$ cat src/rtl/hazard_pkg.sv
// hazard_pkg: shared definitions for the pipeline hazard controller.
//   - forward-select codes driven on ForwardAE/ForwardBE
//   - state type for the multiply-hold FSM
package hazard_pkg;

  // Forward-select codes for the E-stage ALU operand muxes.
  localparam logic [1:0] FWD_RF  = 2'b00;  // operand from register file
  localparam logic [1:0] FWD_WB  = 2'b01;  // operand from W stage result
  localparam logic [1:0] FWD_MEM = 2'b10;  // operand from M stage ALU result

  // Multiply-hold FSM states.
  typedef enum logic {
    IDLE = 1'b0,
    BUSY = 1'b1
  } mul_state_t;

endpackage

$ cat src/rtl/mul_stall_ctrl.sv
// mul_stall_ctrl: holds a multiply in the E stage for MUL_LAT cycles.
//
// Ports:
//   clk      in   rising-edge clock
//   rst      in   asynchronous active-high reset
//   MulE     in   E holds a valid multiply
//   PCSrcE   in   taken branch/jump resolved in E (suppresses a multiply start)
//   mulStall out  hold E this cycle (combinational from state and inputs)
//   MulBusy  out  FSM is in BUSY (registered state, doubles as state visibility)
//
// Sequence for one multiply: the IDLE cycle that sees MulE stalls and loads
// the down-counter with MUL_LAT-2; BUSY keeps stalling while the counter is
// non-zero; the BUSY cycle with the counter at zero is the release cycle in
// which the multiply advances to M. E is therefore occupied for exactly
// MUL_LAT cycles, the first MUL_LAT-1 of them stalled.
module mul_stall_ctrl
  import hazard_pkg::*;
#(
  parameter int MUL_LAT = 4
) (
  input  logic clk,
  input  logic rst,
  input  logic MulE,
  input  logic PCSrcE,
  output logic mulStall,
  output logic MulBusy
);

  localparam int CW = (MUL_LAT > 2) ? $clog2(MUL_LAT) : 1;
  localparam logic [CW-1:0] CNT_INIT = CW'((MUL_LAT >= 2) ? (MUL_LAT - 2) : 0);

  mul_state_t    state;
  logic [CW-1:0] cnt;
  logic          start;

  // A single-cycle multiplier never needs a hold; a branch in E squashes the
  // multiply, so it must not start a sequence either.
  assign start = (MUL_LAT >= 2) && (state == IDLE) && MulE && !PCSrcE;

  always_ff @(posedge clk or posedge rst) begin
    if (rst) begin
      state <= IDLE;
      cnt   <= '0;
    end else begin
      case (state)
        IDLE: begin
          if (start) begin
            state <= BUSY;
            cnt   <= CNT_INIT;
          end
        end
        BUSY: begin
          // MulE and PCSrcE are ignored here: the multiply already owns E.
          if (cnt != '0) begin
            cnt <= cnt - CW'(1);
          end else begin
            state <= IDLE;
          end
        end
        default: begin
          state <= IDLE;
          cnt   <= '0;
        end
      endcase
    end
  end

  assign mulStall = !rst && (start || ((state == BUSY) && (cnt != '0)));
  assign MulBusy  = !rst && (state == BUSY);

endmodule

$ cat src/rtl/hazard_unit_mc.sv
// hazard_unit_mc: hazard controller for the 5-stage core with a multi-cycle
// multiplier. Forwards from M/W, stalls on load-use, flushes on a taken
// branch/jump, holds E for the multiplier, and counts stall cycles.
//
// Ports:
//   clk, rst                 clock, asynchronous active-high reset
//   RegWriteM, RegWriteW     M/W write enables
//   RdM, RdW, RdE            destination registers
//   Rs1E, Rs2E, Rs1D, Rs2D   source registers
//   ResultSrcE0              E holds a load
//   MulE                     E holds a valid multiply
//   PCSrcE                   taken branch/jump in E
//   ForwardAE, ForwardBE     operand select (hazard_pkg FWD_* codes)
//   StallF, StallD, StallE   hold PC, IF/ID, ID/EX
//   FlushD, FlushE, FlushM   bubble into IF/ID, ID/EX, EX/MEM
//   MulBusy                  multiply FSM in BUSY
//   StallCnt                 saturating count of cycles with StallF=1
//
// All outputs except StallCnt are combinational; every output reads zero
// while rst is high.
module hazard_unit_mc
  import hazard_pkg::*;
#(
  parameter int REG_AW  = 5,
  parameter int MUL_LAT = 4,
  parameter int CNT_W   = 16
) (
  input  logic              clk,
  input  logic              rst,
  input  logic              RegWriteM,
  input  logic              RegWriteW,
  input  logic [REG_AW-1:0] RdM,
  input  logic [REG_AW-1:0] RdW,
  input  logic [REG_AW-1:0] RdE,
  input  logic [REG_AW-1:0] Rs1E,
  input  logic [REG_AW-1:0] Rs2E,
  input  logic [REG_AW-1:0] Rs1D,
  input  logic [REG_AW-1:0] Rs2D,
  input  logic              ResultSrcE0,
  input  logic              MulE,
  input  logic              PCSrcE,
  output logic [1:0]        ForwardAE,
  output logic [1:0]        ForwardBE,
  output logic              StallF,
  output logic              StallD,
  output logic              StallE,
  output logic              FlushD,
  output logic              FlushE,
  output logic              FlushM,
  output logic              MulBusy,
  output logic [CNT_W-1:0]  StallCnt
);

  logic [1:0] fwd_a;
  logic [1:0] fwd_b;
  logic       lw_stall;
  logic       mul_stall;
  logic       stall_any;

  // M is the younger result, so it wins over W; x0 is never forwarded.
  always_comb begin
    fwd_a = FWD_RF;
    if (RegWriteM && (RdM != '0) && (RdM == Rs1E)) begin
      fwd_a = FWD_MEM;
    end else if (RegWriteW && (RdW != '0) && (RdW == Rs1E)) begin
      fwd_a = FWD_WB;
    end
  end

  always_comb begin
    fwd_b = FWD_RF;
    if (RegWriteM && (RdM != '0) && (RdM == Rs2E)) begin
      fwd_b = FWD_MEM;
    end else if (RegWriteW && (RdW != '0) && (RdW == Rs2E)) begin
      fwd_b = FWD_WB;
    end
  end

  assign lw_stall = ResultSrcE0 && (RdE != '0) && ((Rs1D == RdE) || (Rs2D == RdE));

  mul_stall_ctrl #(
    .MUL_LAT (MUL_LAT)
  ) u_mul_stall_ctrl (
    .clk      (clk),
    .rst      (rst),
    .MulE     (MulE),
    .PCSrcE   (PCSrcE),
    .mulStall (mul_stall),
    .MulBusy  (MulBusy)
  );

  assign stall_any = !rst && (lw_stall || mul_stall);

  assign ForwardAE = rst ? FWD_RF : fwd_a;
  assign ForwardBE = rst ? FWD_RF : fwd_b;
  assign StallF    = stall_any;
  assign StallD    = stall_any;
  assign StallE    = mul_stall;
  assign FlushD    = !rst && PCSrcE;
  // A held multiply keeps E intact, so it overrides a load-use/branch bubble.
  assign FlushE    = !rst && (lw_stall || PCSrcE) && !mul_stall;
  // While E is held, the EX/MEM register must take a bubble instead.
  assign FlushM    = mul_stall;

  always_ff @(posedge clk or posedge rst) begin
    if (rst) begin
      StallCnt <= '0;
    end else if (stall_any && (StallCnt != {CNT_W{1'b1}})) begin
      StallCnt <= StallCnt + CNT_W'(1);
    end
  end

endmodule

$ cat config.mk
export PLATFORM = sky130hd
export DESIGN_NAME = hazard_unit_mc
export DESIGN_NICKNAME = d
export VERILOG_FILES = /design/src/rtl/hazard_pkg.sv /design/src/rtl/mul_stall_ctrl.sv /design/src/rtl/hazard_unit_mc.sv
export SDC_FILE = /design/constraint.sdc
export NUM_CORES = 1
export LEC_CHECK = 0
export CAP_MARGIN = 20
export CORE_AREA = 2 2 78 58
export DETAILED_ROUTE_END_ITERATION = 10
export DIE_AREA = 0 0 80 60
export PLACE_DENSITY_LB_ADDON = 0.25
export SYNTH_ARGS = -nofsm -noshare
export SYNTH_HDL_FRONTEND = slang
export SYNTH_SLANG_ARGS = --single-unit
$ cat constraint.sdc
create_clock -name clk -period 3.3 [get_ports clk]
set_clock_uncertainty 0.1 [all_clocks]
set_input_delay 0.66 -clock clk [delete_from_list [all_inputs] [get_ports clk]]
set_output_delay 0.66 -clock clk [all_outputs]
set_load 0.05 [all_outputs]
==> results of run 1 <==
kinds of logic after synthesis:
group,count (synthesis),share of synthesized area
AO/OA/AOI/OAI,15,0.112
XOR/XNOR,45,0.271
AND/OR/NAND/NOR,57,0.222
flip-flops,19,0.327
buffers and inverters,9,0.0361
multiplexers,2,0.0146
adder cells (fa/ha/maj),2,0.0172
final timing paths:
path | cells past startpoint | slack (ns) | to | start
max in group asynchronous | 3 | 2.18 | StallCnt[6] | rst
hold reg to reg | 1 | 0.37 | u_mul_stall_ctrl.cnt[0] | u_mul_stall_ctrl.cnt[0]
hold / removal | 1 | 0.37 | u_mul_stall_ctrl.cnt[0] | u_mul_stall_ctrl.cnt[0]
setup / recovery | 6 | 0.1 | ForwardAE[0] | RdM[1]
setup reg to reg | 6 | 1.26 | StallCnt[1] | StallCnt[6]
min in group asynchronous | 3 | 0.71 | u_mul_stall_ctrl.state | rst
final cells by class:
class                           instances  area (um2)  area share
Multi-Input combinational cell        121         951       0.400
Timing Repair Buffer                   78         816       0.344
Sequential cell                        19         475       0.200
Tap cell                               55        68.8      0.0290
Clock buffer                            4        45.0      0.0190
Inverter                                5        18.8     0.00790
cells in the mapped netlist (2+ instances only):
cell type | n | area (um2)
xnor2_1 | 30 | 263
dfrtp_1 | 19 | 475
xor2_1 | 15 | 131
nand2_1 | 10 | 37.5
and3_1 | 8 | 50.1
nor3_1 | 7 | 35.0
nand3_1 | 6 | 30.0
inv_1 | 5 | 18.8
o211ai_2 | 5 | 62.6
nor4_1 | 4 | 25.0
or4_1 | 4 | 30.0
and2_1 | 3 | 18.8
buf_4 | 3 | 22.5
nand2b_1 | 3 | 18.8
nor2_1 | 3 | 11.3
nor2b_1 | 3 | 18.8
ha_1 | 2 | 25.0
nor3b_1 | 2 | 15.0
o2111ai_2 | 2 | 30.0
o21ai_2 | 2 | 17.5
worst max-delay path: stages:
cell	delay [ns]
clkdlybuf4s50_1	0.41
or4_1	0.53
o21ai_1	0.21
nor3_1	0.12
nor4_4	0.33
buf_12	0.18
state kept, by name, summed over array words and instances, names as in the netlist:
signal                  count
StallCnt                   16
u_mul_stall_ctrl.cnt        2
u_mul_stall_ctrl.state      1
per-layer routing:
layer / track usage / vias up / part of all wire / wire, um
li1: - / 679 / - / -
met1: 0.225 / 608 / 0.48 / 1670
met2: 0.251 / 51 / 0.43 / 1500
met3: 0.0559 / 4 / 0.079 / 274
met4: 0.0387 / 0 / 0.0055 / 19
met5: 0 / - / 0 / 0
power groups by stage:
stage	logic (mW)	clock network, mW	registers (mW)
2_1_floorplan	0.308	0	0.461
3_3_place_gp	0.695	0	0.346
3_5_place_dp	0.701	0	0.347
4_1_cts	0.702	0.168	0.343
5_1_grt	0.745	0.181	0.353
6_report	0.698	0.160	0.343
==> run_summary.xml, run 1 <==
<?xml version="1.0" encoding="UTF-8"?>
<metrics>
  <group name="sta">
    <metric name="holdWs" unit="ns">0.374</metric>
    <metric name="grt_setup_unrepaired" unit="">no</metric>
    <metric name="fin_setup_tns" unit="ns">0</metric>
    <metric name="clock.fmax" unit="GHz">0.312</metric>
    <metric name="hold_viol" unit="">0</metric>
    <metric name="max_slew_violation_total_from_the_final_report" unit="">0</metric>
    <metric name="slew_at_the_pin_closest_to_its_max_slew_limit" unit="ns">0.508</metric>
    <metric name="fin_crit" unit="ns">3.20</metric>
    <metric name="setup_viol" unit="">0</metric>
    <metric name="postLayoutSetupSlackWorst" unit="ns">0.0984</metric>
    <metric name="slew-limit-headroom" unit="">0.660</metric>
    <metric name="period_share" unit="">0.970</metric>
  </group>
  <group name="power_and_ir_drop">
    <metric name="p_comb_frac" unit="">0.581</metric>
    <metric name="powerDensity" unit="nW/um2">506</metric>
    <metric name="internal-power" unit="uW">683</metric>
    <metric name="netsw" unit="uW">519</metric>
    <metric name="vdd.ir_drop.worst" unit="mV">0.480</metric>
    <metric name="power.total" unit="mW">1.20</metric>
    <metric name="switching_share" unit="">0.432</metric>
    <metric name="clock_power_share" unit="">0.134</metric>
    <metric name="seqPwrFrac" unit="">0.285</metric>
    <metric name="power_leakage" unit="nW">0.943</metric>
  </group>
  <group name="detailed_routing">
    <metric name="detail_route.drc_violations" unit="">0</metric>
    <metric name="viasPerCell" unit="">4.76</metric>
    <metric name="detail_route.wirelength" unit="mm">3.46</metric>
    <metric name="dr_total_vias" unit="">1342</metric>
    <metric name="drt-pass1-iter-count" unit="">4</metric>
    <metric name="ant_nets" unit="">0</metric>
    <metric name="wl_per_cell" unit="um">12.3</metric>
    <metric name="drt-initial-drc-count" unit="">52</metric>
  </group>
  <group name="synth">
    <metric name="postSynthRegisterBits" unit="">19</metric>
    <metric name="syn_nets" unit="">193</metric>
    <metric name="mappedNetlistArea" unit="um2">1450</metric>
    <metric name="postSynthCellCount" unit="">149</metric>
    <metric name="count_of_flip_flops_with_a_built_in_enable_after_synthesis" unit="">0</metric>
    <metric name="yosys.cell_types.count" unit="">33</metric>
    <metric name="yosysWarnings" unit="">0</metric>
    <metric name="seq_area_frac_synth" unit="">0.327</metric>
    <metric name="mean_syn_cell_area" unit="um2">9.76</metric>
    <metric name="postSynth.asyncResetShare" unit="">1.00</metric>
    <metric name="synth_flop_cell" unit="">dfrtp_1</metric>
  </group>
  <group name="cells_and_area">
    <metric name="fin_util" unit="">0.579</metric>
    <metric name="synthToLayoutAreaGrowth" unit="%">63.3</metric>
    <metric name="n_antenna_cell" unit="">0</metric>
    <metric name="layout.cell_area.non_filler" unit="um2">2370</metric>
    <metric name="finalNetCount" unit="">272</metric>
    <metric name="post_route_cells_drive_above_1_share" unit="">0.176</metric>
    <metric name="final_cell_mix" unit="">clkdlybuf4s50_1 (57), xnor2_1 (30), dfrtp_1 (19)</metric>
    <metric name="fillCellCount" unit="">357</metric>
    <metric name="filler_free_cell_count_of_the_finished_design" unit="">282</metric>
    <metric name="layout_commonest_cell" unit="">clkdlybuf4s50_1</metric>
  </group>
  <group name="floorplan">
    <metric name="fp.dieH" unit="um">60</metric>
    <metric name="placementRows" unit="">20</metric>
    <metric name="core_area" unit="um2">4100</metric>
    <metric name="floorplan.die_area" unit="um2">4800</metric>
    <metric name="ios" unit="">69</metric>
    <metric name="floorplan.initialDensity" unit="">0.354</metric>
    <metric name="chipWidth" unit="um">80</metric>
  </group>
  <group name="grt">
    <metric name="antenna_violations_before_repair" unit="">0</metric>
    <metric name="first_global_vias" unit="">1326</metric>
    <metric name="grt_start_max_net_pins" unit="">21</metric>
    <metric name="grt_overflow" unit="">0</metric>
    <metric name="wire_length_of_the_first_global_routing_pass" unit="mm">6.00</metric>
    <metric name="global_route.usage.total" unit="">0.164</metric>
  </group>
  <group name="placed_design">
    <metric name="dpl.hpwl" unit="mm">2.94</metric>
    <metric name="gp_congestion" unit="">0.836</metric>
    <metric name="portBuffers" unit="">68</metric>
    <metric name="placement.setup.worst_slack" unit="ns">0.0614</metric>
    <metric name="placed_cell_area" unit="um2">2320</metric>
    <metric name="placed_cells_incl_taps" unit="">278</metric>
  </group>
  <group name="clock_network">
    <metric name="cts.root.buffer_cell" unit="">clkbuf_8</metric>
    <metric name="cts_max_level" unit="">1</metric>
    <metric name="post_cts_hold_buffer_count" unit="">0</metric>
    <metric name="post_cts_buffers" unit="">0</metric>
    <metric name="tritoncts.num_buffers" unit="">3</metric>
    <metric name="clk_pin_slew_worst_paths" unit="ns">0.07</metric>
    <metric name="cts_tree" unit="">yes</metric>
    <metric name="max-clock-path-buffers" unit="">2</metric>
    <metric name="cts_resized" unit="">0</metric>
    <metric name="clock_insertion_delay_worst_skew" unit="ns">0.25</metric>
    <metric name="tritoncts_num_sinks" unit="">19</metric>
  </group>
  <group name="setup_path">
    <metric name="end_kind" unit="">primary output</metric>
    <metric name="critical_path_fanout_max" unit="">2</metric>
    <metric name="critical_path_class" unit="">input port to primary output</metric>
    <metric name="critical_path_required" unit="ns">2.54</metric>
    <metric name="timing.critical_path.from_type" unit="">input port</metric>
    <metric name="crit_arrival" unit="ns">2.44</metric>
  </group>
  <group name="run">
    <metric name="max_cap_violations" unit="">0</metric>
  </group>
  <group name="worst_hold_path">
    <metric name="hold_class" unit="">flop to flop</metric>
  </group>
  <group name="outcome">
    <metric name="outcome" unit="">finished clean</metric>
  </group>
</metrics>
Note: power is estimated with default switching activity, not from simulation.
==> run 2, diff against run 1 <==
Settings changed: HOLD_SLACK_MARGIN set to 0.15.
==> results of run 2 <==
The final DEF is identical to that of run 1; final timing and power are the same.
